**src/rtl/wb_pkg.sv**
```systemverilog
`default_nettype none
// ============================================================================
//  Module      : wb_pkg
//  Description : Shared types and constants for the Wishbone classic master
//                bridge: bridge FSM state encoding, captured-request record
//                and the all-lanes byte-select constant.
//  Revision    : 1.0 - initial release
// ============================================================================
package wb_pkg;

  localparam int WB_ADR_WIDTH = 32;
  localparam int WB_DAT_WIDTH = 32;
  localparam int WB_SEL_WIDTH = WB_DAT_WIDTH / 8;

  // Reads always fetch the full word; the core extracts the lanes it needs.
  localparam logic [WB_SEL_WIDTH-1:0] WB_SEL_ALL = '1;

  typedef enum logic [1:0] {
    IDLE = 2'd0,
    BUS  = 2'd1,
    RESP = 2'd2
  } bridge_state_t;

  // Request as presented on the Wishbone side; field widths follow the
  // package widths above.
  typedef struct packed {
    logic [WB_ADR_WIDTH-1:0] adr;
    logic [WB_DAT_WIDTH-1:0] datwr;
    logic [WB_SEL_WIDTH-1:0] sel;
    logic                    we;
  } wb_req_t;

endpackage : wb_pkg
`default_nettype wire

```
**src/rtl/wb_master_bridge.sv**
```systemverilog
`default_nettype none
// ============================================================================
//  Module      : wb_master_bridge
//  Description : Converts a core valid/ready request/response memory port
//                into a Wishbone classic master. One transaction in flight;
//                every Wishbone output comes straight from a flop.
//  Revision    : 1.0 - initial release
//
//  Optional feature macro:
//    WB_BRIDGE_TIMEOUT_EN - abort a bus cycle that has not been acknowledged
//                           within TIMEOUT_CYCLES cycles and return rsp_err=1.
//                           Undefined: the bridge waits for ack indefinitely
//                           and rsp_err is tied low.
//
//  Ports
//    clock, reset            : clock, synchronous active-high reset
//    req_valid/req_ready     : core request handshake
//    req_we/adr/dat/sel      : request attributes (sel used for writes only)
//    rsp_valid/rsp_ready     : core response handshake
//    rsp_dat, rsp_err        : read data (0 for writes), timeout abort flag
//    wb_cyc/stb/we/adr/      : Wishbone master outputs
//      datwr/sel
//    wb_datrd, wb_ack        : Wishbone slave return path
// ============================================================================
module wb_master_bridge
  import wb_pkg::*;
#(
  parameter int ADR_WIDTH      = WB_ADR_WIDTH,
  parameter int DAT_WIDTH      = WB_DAT_WIDTH,
  parameter int SEL_WIDTH      = WB_SEL_WIDTH,
  parameter int TIMEOUT_CYCLES = 255
) (
  input  logic                 clock,
  input  logic                 reset,
  // core request
  input  logic                 req_valid,
  output logic                 req_ready,
  input  logic                 req_we,
  input  logic [ADR_WIDTH-1:0] req_adr,
  input  logic [DAT_WIDTH-1:0] req_dat,
  input  logic [SEL_WIDTH-1:0] req_sel,
  // core response
  output logic                 rsp_valid,
  input  logic                 rsp_ready,
  output logic [DAT_WIDTH-1:0] rsp_dat,
  output logic                 rsp_err,
  // Wishbone master
  output logic                 wb_cyc,
  output logic                 wb_stb,
  output logic                 wb_we,
  output logic [ADR_WIDTH-1:0] wb_adr,
  output logic [DAT_WIDTH-1:0] wb_datwr,
  output logic [SEL_WIDTH-1:0] wb_sel,
  input  logic [DAT_WIDTH-1:0] wb_datrd,
  input  logic                 wb_ack
);

  bridge_state_t          r_state,     w_state_nxt;
  wb_req_t                r_req,       w_req_nxt;
  logic                   r_cyc,       w_cyc_nxt;
  logic                   r_stb,       w_stb_nxt;
  logic                   r_rsp_valid, w_rsp_valid_nxt;
  logic [DAT_WIDTH-1:0]   r_rsp_dat,   w_rsp_dat_nxt;

`ifdef WB_BRIDGE_TIMEOUT_EN
  // At least 8 bits wide, wider if the configured limit needs it.
  localparam int CNT_W = ($clog2(TIMEOUT_CYCLES) > 8) ? $clog2(TIMEOUT_CYCLES) : 8;
  localparam logic [CNT_W-1:0] C_TMO_LAST = CNT_W'(TIMEOUT_CYCLES - 1);

  logic [CNT_W-1:0] r_tmo_cnt, w_tmo_cnt_nxt;
  logic             r_rsp_err, w_rsp_err_nxt;
  logic             w_tmo_expire;

  // The counter reads 0 in the first BUS cycle, so reaching LAST means the
  // cycle has been on the bus for TIMEOUT_CYCLES cycles.
  assign w_tmo_expire = (r_tmo_cnt == C_TMO_LAST);
  assign rsp_err      = r_rsp_err;
`else
  logic w_unused_timeout_cfg;
  assign w_unused_timeout_cfg = (TIMEOUT_CYCLES != 0);
  assign rsp_err              = 1'b0;
`endif

  // Ready is a function of state only so the core never sees a combinational
  // path from its own valid back into ready.
  assign req_ready = (r_state == IDLE);

  assign wb_cyc    = r_cyc;
  assign wb_stb    = r_stb;
  assign wb_we     = r_req.we;
  assign wb_adr    = r_req.adr;
  assign wb_datwr  = r_req.datwr;
  assign wb_sel    = r_req.sel;
  assign rsp_valid = r_rsp_valid;
  assign rsp_dat   = r_rsp_dat;

  // --------------------------------------------------------------------------
  // State and output registers
  // --------------------------------------------------------------------------
  always_ff @(posedge clock) begin
    if (reset) begin
      r_state     <= IDLE;
      r_req       <= '0;
      r_cyc       <= 1'b0;
      r_stb       <= 1'b0;
      r_rsp_valid <= 1'b0;
      r_rsp_dat   <= '0;
`ifdef WB_BRIDGE_TIMEOUT_EN
      r_tmo_cnt   <= '0;
      r_rsp_err   <= 1'b0;
`endif
    end else begin
      r_state     <= w_state_nxt;
      r_req       <= w_req_nxt;
      r_cyc       <= w_cyc_nxt;
      r_stb       <= w_stb_nxt;
      r_rsp_valid <= w_rsp_valid_nxt;
      r_rsp_dat   <= w_rsp_dat_nxt;
`ifdef WB_BRIDGE_TIMEOUT_EN
      r_tmo_cnt   <= w_tmo_cnt_nxt;
      r_rsp_err   <= w_rsp_err_nxt;
`endif
    end
  end

  // --------------------------------------------------------------------------
  // Next-state and next-output logic
  // --------------------------------------------------------------------------
  always_comb begin
    w_state_nxt     = r_state;
    w_req_nxt       = r_req;
    w_cyc_nxt       = r_cyc;
    w_stb_nxt       = r_stb;
    w_rsp_valid_nxt = r_rsp_valid;
    w_rsp_dat_nxt   = r_rsp_dat;
`ifdef WB_BRIDGE_TIMEOUT_EN
    w_tmo_cnt_nxt   = r_tmo_cnt;
    w_rsp_err_nxt   = r_rsp_err;
`endif

    case (r_state)
      IDLE: begin
        if (req_valid) begin
          w_req_nxt.adr   = req_adr;
          w_req_nxt.datwr = req_dat;
          w_req_nxt.sel   = req_we ? req_sel : WB_SEL_ALL;
          w_req_nxt.we    = req_we;
          w_cyc_nxt       = 1'b1;
          w_stb_nxt       = 1'b1;
          w_state_nxt     = BUS;
`ifdef WB_BRIDGE_TIMEOUT_EN
          w_tmo_cnt_nxt   = '0;
`endif
        end
      end

      BUS: begin
        // An ack in the expiry cycle still completes normally.
        if (wb_ack) begin
          w_cyc_nxt       = 1'b0;
          w_stb_nxt       = 1'b0;
          w_req_nxt.we    = 1'b0;
          w_rsp_dat_nxt   = r_req.we ? '0 : wb_datrd;
          w_rsp_valid_nxt = 1'b1;
          w_state_nxt     = RESP;
`ifdef WB_BRIDGE_TIMEOUT_EN
          w_rsp_err_nxt   = 1'b0;
`endif
        end
`ifdef WB_BRIDGE_TIMEOUT_EN
        else if (w_tmo_expire) begin
          w_cyc_nxt       = 1'b0;
          w_stb_nxt       = 1'b0;
          w_req_nxt.we    = 1'b0;
          w_rsp_dat_nxt   = '0;
          w_rsp_err_nxt   = 1'b1;
          w_rsp_valid_nxt = 1'b1;
          w_state_nxt     = RESP;
        end else begin
          w_tmo_cnt_nxt   = r_tmo_cnt + 1'b1;
        end
`endif
      end

      RESP: begin
        if (rsp_ready) begin
          w_rsp_valid_nxt = 1'b0;
          w_state_nxt     = IDLE;
        end
      end

      default: begin
        w_state_nxt = IDLE;
      end
    endcase
  end

endmodule : wb_master_bridge
`default_nettype wire

```
**config.mk**
```make
export PLATFORM = sky130hd
export DESIGN_NAME = wb_master_bridge
export DESIGN_NICKNAME = d
export VERILOG_FILES = /design/src/rtl/wb_pkg.sv /design/src/rtl/wb_master_bridge.sv
export SDC_FILE = /design/constraint.sdc
export NUM_CORES = 1
export LEC_CHECK = 0
export CORE_UTILIZATION = 35
export CTS_CLUSTER_SIZE = 20
export DETAILED_ROUTE_END_ITERATION = 10
export MAX_ROUTING_LAYER = met4
export PLACE_DENSITY = 0.83
export SYNTH_ARGS = -nofsm -noshare
export SYNTH_HDL_FRONTEND = slang
export SYNTH_SLANG_ARGS = --single-unit
export TNS_END_PERCENT = 100
```
**constraint.sdc**
```tcl
create_clock -name clock -period 1.4 [get_ports clock]
set_input_delay 0.21 -clock clock [delete_from_list [all_inputs] [get_ports clock]]
set_output_delay 0.21 -clock clock [all_outputs]
set_load 0.02 [all_outputs]
```
==> impl_metrics.toml <==
[outcome]
run_status = "finished, final reports clean"

[clock_network]
clock_sinks = 105
htree_num_levels = 3
ctsHoldBuffers = 0
cts_inserted_buffers = 9
clk_latency_ps = 350
ctsRootBufferMaster = "sky130_fd_sc_hd__clkbuf_8"
cts_tree = "done"
clockBufferDepth = 2
cts.clk_slew.worst_paths_ps = 100

[timing]
final-hold-violation-count = 0
finalSetupViolations = 0
drv_slew = 0
timing.clock.skew_ps = 16.22
timing.final.crit_share_pct = 96.76
max_freq_mhz = 738.2
period_minus_slack_ps = 1355

[place]
port_buffers = 210
detailed_place_hpwl_um = 8345
globalplace.congestion = 0.7269

[pwr]
worst_ir_drop_vdd_mv = 0.5424
power.total_uw = 6258
cell_internal_power_dissipation_uw = 4471
share_clk_of_total_power_pct = 26.9
power.sequential.fraction_pct = 51.8
power.density_nw_per_um2 = 1010
power.static_leakage_uw = 0.002704
netSwitchingFraction_pct = 28.56
pwr-share-comb_pct = 21.3
p_sw_uw = 1787

[synthesis]
synth-warning-count = 0
synth.ff_latch_count = 105
post_synth_and_or_nand_nor_area_fraction_pct = 26.12
synth_adder_area_share_pct = 0
yosysTopAreaCell = "sky130_fd_sc_hd__dfxtp_1"
synth.top_cell.area_share_pct = 54.78
synth_nets = 573
post_synth_main_area_contributors = "sky130_fd_sc_hd__dfxtp_1, sky130_fd_sc_hd__nand2_1, sky130_fd_sc_hd__a21oi_1, sky130_fd_sc_hd__nand3b_1, sky130_fd_sc_hd__buf_2"
dominant_combinational_cell_family_by_area_after_synthesis = "simple AND/OR/NAND/NOR gates"
post_synth_mux_area_share_pct = 0.2608
post_synth_inst_count = 467
synth.cell_area_um2 = 3837
complex_gate_fraction_of_the_synthesized_area_pct = 13.27
synth-xor-area-share_pct = 0
netlist-cell-type-count = 19
synth_seq_area_share_pct = 54.78
avgSynthCellArea_um2 = 8.217

[grt]
remaining_global_route_overflow = 0
grt_usage_pct = 20.29
grt_pass1_vias = 3978
maximum_number_of_pins_on_one_net_before_global_route_repair = 68
antenna_violations_before_repair = 0
grt_first_pass_wirelength_um = 18120

[layout]
num_antenna_cells = 0
finish.net_count = 773
final.fill_count = 976
share_of_post_route_cells_with_drive_strength_above_1_pct = 6.845
flow.area_growth_from_synthesis_pct = 61.49
postLayoutCoreUtil_pct = 59.23

[setup_path]
worst_ep_arrival_time_ps = 1580
worst_ep_required_time_ps = 1620
crit_path_cell_trace = "clkdlybuf4s50_1 -> or3b_4 -> buf_4 -> nand2_1 -> a21oi_2"
worstSetupStartpointType = "input pin"
critical_path.slowest_cell = "sky130_fd_sc_hd__clkdlybuf4s50_1"
cp_max_fo = 15
critical_path.endpoint_type = "register"
crit_type = "input pin to register"
slowest_delay_ps = 490

[routing]
initialDrtViolationCount = 192
avgRoutedWirePerCell_um = 14.28
finalWirelength_um = 11540
drtAntennaViolNets = 0
route.detailed.drc = 0
route.detailed.vias_per_inst = 4.816
firstDrtPassIters = 4
route.vias.total = 3891

[floorplan]
die_height_um = 106.7
floorplan.die_area_um2 = 11390
num_rows = 37
core-area_um2 = 10460
floorplan.io_pins = 212
initial_core_util_pct = 36.68
die_w_um = 106.7

[worst_hold_path]
hold_path.class = "input pin to register"

[run]
max_cap_violations = 0
[critical path: cells and delay by family]
| family | cells | cell delay (ps) |
|---|---|---|
| buffers and inverters | 2 | 710 |
| AND/OR/NAND/NOR | 2 | 580 |
| AO/OA/AOI/OAI | 1 | 70 |
[flip-flops by register name (all words and copies together) (netlist names)]
register	count
r_state	2
rsp_dat	32
rsp_valid	1
wb_adr	32
wb_datwr	32
wb_sel	4
wb_stb	1
wb_we	1
[through the flow]
step	cells	TNS (ps)	hold slack (ps)	worst slack (ps)	area, µm²
global placement	790	-28030	436.8	-403.3	6130
global route	808	-43.96	334.1	-30.46	6197
detailed placement	790	-31880	445.8	-454.7	6130
floorplan	467	0	346.0	1.039	3840
CTS	806	-1844	316.1	-84.91	6170
finish	808	0	332.9	45.31	6197
[cells in the mapped netlist]
cell,n
sky130_fd_sc_hd__nand2_1,161
sky130_fd_sc_hd__dfxtp_1,105
sky130_fd_sc_hd__a21oi_1,100
sky130_fd_sc_hd__nand3b_1,33
sky130_fd_sc_hd__buf_2,18
sky130_fd_sc_hd__clkbuf_1,18
sky130_fd_sc_hd__nor2_1,9
sky130_fd_sc_hd__nor3_1,5
sky130_fd_sc_hd__nor3b_2,5
sky130_fd_sc_hd__buf_6,3
sky130_fd_sc_hd__buf_4,2
sky130_fd_sc_hd__a2bb2oi_1,1
sky130_fd_sc_hd__and3b_1,1
sky130_fd_sc_hd__conb_1,1
sky130_fd_sc_hd__inv_1,1
sky130_fd_sc_hd__mux2i_1,1
sky130_fd_sc_hd__nand2b_1,1
sky130_fd_sc_hd__nand3_1,1
sky130_fd_sc_hd__or3b_1,1
[final timing paths]
kind,slack (ps),startpoint,endpoint,cells past startpoint
max,50,req_valid,wb_datwr[19],5
min,330,reset,wb_adr[11],3
max reg2reg,80,r_state[1],wb_datwr[12],6
min reg2reg,450,rsp_dat[4],rsp_dat[4],2
[timing repair]
action / in CTS / in global routing
endpoints found under the setup margin: 167 / 65
gates resized for setup: 106 / 6
setup buffers: 0 / 2
[routing by layer]
metal	vias to the layer above	track usage [%]	routed length, µm
li1	1917	-	-
met1	1813	21.99	4535
met2	140	36.08	5980
met3	21	4.985	804
met4	0	7.045	217
met5	-	-	0
[cells in the final DEF (no fill, tap or decap), drive strengths merged]
| cell type | synthesis | final |
|---|---|---|
| a21oi | 100 | 100 |
| dlygate4sd2 | 0 | 104 |
| or3b | 1 | 1 |
| nor3b | 5 | 5 |
| clkbuf | 18 | 12 |
| nand2b | 1 | 1 |
| inv | 1 | 3 |
| nor2 | 9 | 9 |
| dfxtp | 105 | 105 |
| conb | 1 | 1 |
| mux2i | 1 | 1 |
| nand2 | 161 | 161 |
| buf | 23 | 21 |
| a2bb2oi | 1 | 1 |
| clkdlybuf4s50 | 0 | 104 |
| and3b | 1 | 1 |
| nand3b | 33 | 33 |
| clkinv | 0 | 2 |
| clkinvlp | 0 | 1 |
| nor3 | 5 | 5 |
| nand3 | 1 | 1 |
[power groups by stage]
stage          Combinational (µW)  Sequential [µW]  Clock (µW)
6_report                     1330             3240        1680
5_1_grt                      1440             3260        1870
4_1_cts                      1330             3240        1750
3_5_place_dp                 1440             3320           0
3_3_place_gp                 1410             3310           0
2_1_floorplan                 431             3520           0
[final cells by class]
cell class / instances / area, µm² / share of cell area [%]
Tap cell: 136 / 170.2 / 2.746
Clock buffer: 11 / 131.4 / 2.120
Multi-Input combinational cell: 320 / 1549 / 25.00
Sequential cell: 105 / 2102 / 33.92
Timing Repair Buffer: 230 / 2202 / 35.53
Clock inverter: 5 / 38.79 / 0.6259
Inverter: 1 / 3.754 / 0.06057
[logic make-up (layout without fill, tap and decap cells)]
group                  after synthesis  after routing
other                                1              1
muxes                                1              1
AOI/OAI and AO/OA                  101            101
buffers and inverters               42            247
DFF                                105            105
and+or+nand+nor                    217            217
Note: power is estimated with default switching activity, not from simulation.
